`config.mk`:
```
export PLATFORM = sky130hd
export DESIGN_NAME = load_store_unit
export DESIGN_NICKNAME = d
export VERILOG_FILES = /design/src/rtl/load_store_unit.sv
export SDC_FILE = /design/constraint.sdc
export NUM_CORES = 1
export LEC_CHECK = 0
export BUFFER_PORTS_ARGS = -buffer_cell sky130_fd_sc_hd__buf_2
export CORE_ASPECT_RATIO = 2
export CORE_UTILIZATION = 50
export CTS_CLUSTER_SIZE = 30
export DETAILED_ROUTE_END_ITERATION = 8
export PLACE_DENSITY = 0.8
export SYNTH_ARGS = -nofsm -noshare
export SYNTH_HDL_FRONTEND = slang
export SYNTH_SLANG_ARGS = --single-unit
```
`constraint.sdc`:
```
create_clock -name clk -period 4.7 [get_ports clk]
set_clock_uncertainty 0.15 [all_clocks]
set_input_delay 0.47 -clock clk [delete_from_list [all_inputs] [get_ports clk]]
set_output_delay 0.47 -clock clk [all_outputs]
set_load 0.01 [all_outputs]
```
`src/rtl/load_store_unit.sv`:
```
// load_store_unit: big-endian load/store bus initiator with read-modify-write for sub-word stores
module load_store_unit (
  input  logic        clk,
  input  logic        reset,
  input  logic        req_valid,
  output logic        req_ready,
  input  logic        req_store,
  input  logic [1:0]  req_size,
  input  logic        req_unsigned,
  input  logic [31:0] req_addr,
  input  logic [31:0] req_wdata,
  output logic        resp_valid,
  output logic [31:0] resp_rdata,
  output logic        resp_error,
  output logic [31:0] data_address,
  output logic        data_read,
  output logic        data_write,
  output logic [31:0] data_writedata,
  input  logic [31:0] data_readdata
);
  localparam logic [1:0] IDLE = 2'd0, READ = 2'd1, WRITE = 2'd2, RESP = 2'd3;
  logic [1:0]  state, st_size;
  logic        st_store, st_uns, err, req_err;
  logic [31:0] st_addr, st_wdata, rdata, wword, ld_val, merged;
  logic [4:0]  sh;
  logic [7:0]  rd_b;
  logic [15:0] rd_h;
  // lane 0 is the most significant byte, so the shift counts down from 24
  always_comb begin
    req_err = req_size == 2'b11 || (req_size == 2'b01 && req_addr[0]) || (req_size == 2'b10 && req_addr[1:0] != 2'b00);
    sh = {~st_addr[1:0], 3'b000};
    rd_b = 8'(data_readdata >> sh);
    rd_h = st_addr[1] ? data_readdata[15:0] : data_readdata[31:16];
    ld_val = st_size == 2'b00 ? {{24{~st_uns & rd_b[7]}}, rd_b} : st_size == 2'b01 ? {{16{~st_uns & rd_h[15]}}, rd_h} : data_readdata;
    merged = st_size == 2'b00 ? (data_readdata & ~(32'hFF << sh)) | ({24'b0, st_wdata[7:0]} << sh) : st_addr[1] ? {data_readdata[31:16], st_wdata[15:0]} : {st_wdata[15:0], data_readdata[15:0]};
  end
  always_ff @(posedge clk) begin
    if (reset) begin
      state <= IDLE;
      st_store <= 1'b0;
      st_size <= 2'b00;
      st_uns <= 1'b0;
      st_addr <= '0;
      st_wdata <= '0;
      rdata <= '0;
      wword <= '0;
      err <= 1'b0;
    end else if (state == IDLE) begin
      if (req_valid) begin
        st_store <= req_store;
        st_size <= req_size;
        st_uns <= req_unsigned;
        st_addr <= req_addr;
        st_wdata <= req_wdata;
        wword <= req_wdata;
        rdata <= '0;
        err <= req_err;
        state <= req_err ? RESP : (!req_store || req_size != 2'b10) ? READ : WRITE;
      end
    end else if (state == READ) begin
      if (st_store) begin
        wword <= merged;
        state <= WRITE;
      end else begin
        rdata <= ld_val;
        state <= RESP;
      end
    end else begin
      state <= state == WRITE ? RESP : IDLE;
    end
  end
  assign req_ready = state == IDLE;
  assign resp_valid = state == RESP;
  assign resp_rdata = rdata;
  assign resp_error = err;
  assign data_read = state == READ;
  assign data_write = state == WRITE;
  assign data_address = (data_read || data_write) ? {st_addr[31:2], 2'b00} : '0;
  assign data_writedata = data_write ? wword : '0;
endmodule

```
==> impl_metrics.ini <==
[critical_path]
worst-path-max-fanout = 21
reg2reg_slack_ns = 1.64
cp.arrival_ns = 3.25
criticalPathCategory = register to register
endpoint_kind = register
critPathLaunchType = register
cp.required_ns = 4.89

[power]
leakagePower_nw = 3.38
ir_drop_mv = 0.391
pwr_density_cell_mw_per_mm2 = 585

[final_layout]
num_antenna_cells = 0
drive_gt1_share_pct = 28.8
fin_nets = 1021
final_util_pct = 65.6
syn2layout_area_growth_pct = 27.5

[worst_hold_path]
holdCritPathClass = primary input to register

[global_routing]
top_usage_layer = met2
grtUsageMet2_pct = 57.2
grt.overflow.total = 0
grt_max_degree = 69
grt_usage_pct = 30.9
antenna_found_initial = 0
use_met3_pct = 5.51
grt.met1_usage_pct = 30.6
grt_pass1_wl_um = 29400
grt_pass1_vias = 5923

[clock_tree]
clk_latency_ns = 0.40
clock_path_buffers = 2
cts_tree = yes
cts.sinks = 119
cts_hold_buf = 0
postCtsSetupBuffers = 0
h-tree-depth = 4
cts_buffers = 17
root_buffer = clkbuf_16
cts_resized = 0
path_clk_slew_ns = 0.06

[synth]
yosysMostFrequentCell = nand2_1
synth_common_cells = nand2_1, dfxtp_1, a21oi_1, and2_1, clkbuf_1
postSynthCellCount = 750
synth_top_area_cell = dfxtp_1
synthTopCellsByArea = dfxtp_1, nand2_1, and2_1, a21oi_1, o21ai_0
netlist_area_mm2 = 0.00602
synth_top_area_share_pct = 39.6
synth-seq-cells = 119
synth_warnings = 0
synth-edff-count = 0
synth_cell_types = 46
synth-seq-area-share_pct = 39.6
avgSynthCellArea_um2 = 8.03
synth_flop_cell = dfxtp_1
synth-async-reset-ratio_pct = 0

[run]
drv_cap = 0

[timing]
worst_slew_pin_slew_ns = 1.01
rsz0062_at_grt = no
finalMaxSlewViolations = 0
hold_viol_final = 0
setup_viol = 0
period_share_pct = 65.1
fmax_ghz = 0.327
slew_headroom_pct = 32.6
setup_tns_ns = 0
min_period_ns = 3.06

[die]
num_io_pins = 204
die_area_mm2 = 0.0125
die_h_um = 157
num_rows = 56
chipWidth_um = 79.6
coreArea_mm2 = 0.0117
start_util_pct = 51.4

[routing]
ant_nets = 0
post-route-drc-count = 0
dr.pass1.iters = 5
viasPerCell = 5.86
wire_per_inst_um = 17.9
drt_iter0_drc = 546
vias = 6272
wl_um = 19100

[placement]
port_buffers = 201
finalWeightedCongestion = 0.947
place_hpwl_um = 13900

[status]
status = complete, no violations
[where the power goes]
group	switching [mW]	leakage (nW)	internal (mW)	total, mW
Sequential	0.159	0.973	1.25	1.41
Clock	0.444	0.316	0.961	1.40
Combinational	1.07	2.09	0.601	1.67
[stage by stage]
| stage | instance area, um2 | total power, mW | std cells | hold slack, ns | setup WS, ns |
|---|---|---|---|---|---|
| after floorplan | 6020 | 2.52 | 751 | 0.274 | 2.15 |
| after global placement | 7040 | 3.05 | 1040 | 0.281 | 1.74 |
| after detailed placement | 7040 | 3.08 | 1040 | 0.288 | 1.65 |
| after CTS | 7670 | 4.49 | 1071 | 0.133 | 1.65 |
| after global routing | 7670 | 4.74 | 1071 | 0.149 | 1.40 |
| final | 7670 | 4.49 | 1071 | 0.146 | 1.64 |
[sequential cells by signal (all words and copies together), names as in the netlist]
signal      count
resp_rdata     32
st_addr        32
wword          32
st_wdata       16
st_size         2
state           2
resp_error      1
st_store        1
st_uns          1
[cells by family (layout without fill, tap and decap cells)]
| logic type | after synthesis | in the layout | share of synthesized area [%] |
|---|---|---|---|
| simple gates | 287 | 287 | 23.3 |
| other cells | 1 | 2 | 0.0623 |
| fa+ha+maj | 4 | 4 | 0.831 |
| flops | 119 | 119 | 39.6 |
| compound gates | 240 | 240 | 27.1 |
| mux | 9 | 9 | 2.95 |
| buf+inv | 90 | 265 | 6.11 |
[metal layers]
layer  wire (um)  vias to the layer above
li1            -                     2980
met4        1060                        0
met5           0                        -
met1        6510                     2913
met2       10300                      297
met3        1260                       82
[final cells by class]
type,instances,area [um2]
Multi-Input combinational cell,542,3290
Clock inverter,10,175
Tap cell,145,181
Sequential cell,119,2380
Clock buffer,21,460
Inverter,19,71.3
Fill cell,1033,4030
Timing Repair Buffer,215,1110
[cell usage in the layout, fill, tap and decap left out, drive strengths merged, types with 9 or more instances in the layout]
master / n
nor2: 19
o221ai: 9
o21ai: 57
clkbuf: 21
and2: 64
nor2b: 27
nand2: 141
o2bb2ai: 17
inv: 17
nor3: 13
dfxtp: 119
a21oi: 65
o22ai: 16
a211oi: 9
buf: 215
[worst paths after layout]
check,startpoint,endpoint,cells after the start
setup / recovery,state[0],resp_rdata[14],6
hold / removal,req_addr[10],st_addr[10],3
setup reg to reg,state[0],resp_rdata[14],6
hold reg to reg,st_addr[14],st_addr[14],2
[worst max-delay path, stage by stage (launching register included)]
cell     delay (ns)
dfxtp_1        0.38
inv_1          0.08
ha_1           0.45
or4b_1         0.77
a21o_1         0.25
nor3_1         0.69
a22o_1         0.23
No activity file was read; power rests on OpenSTA's default activity.
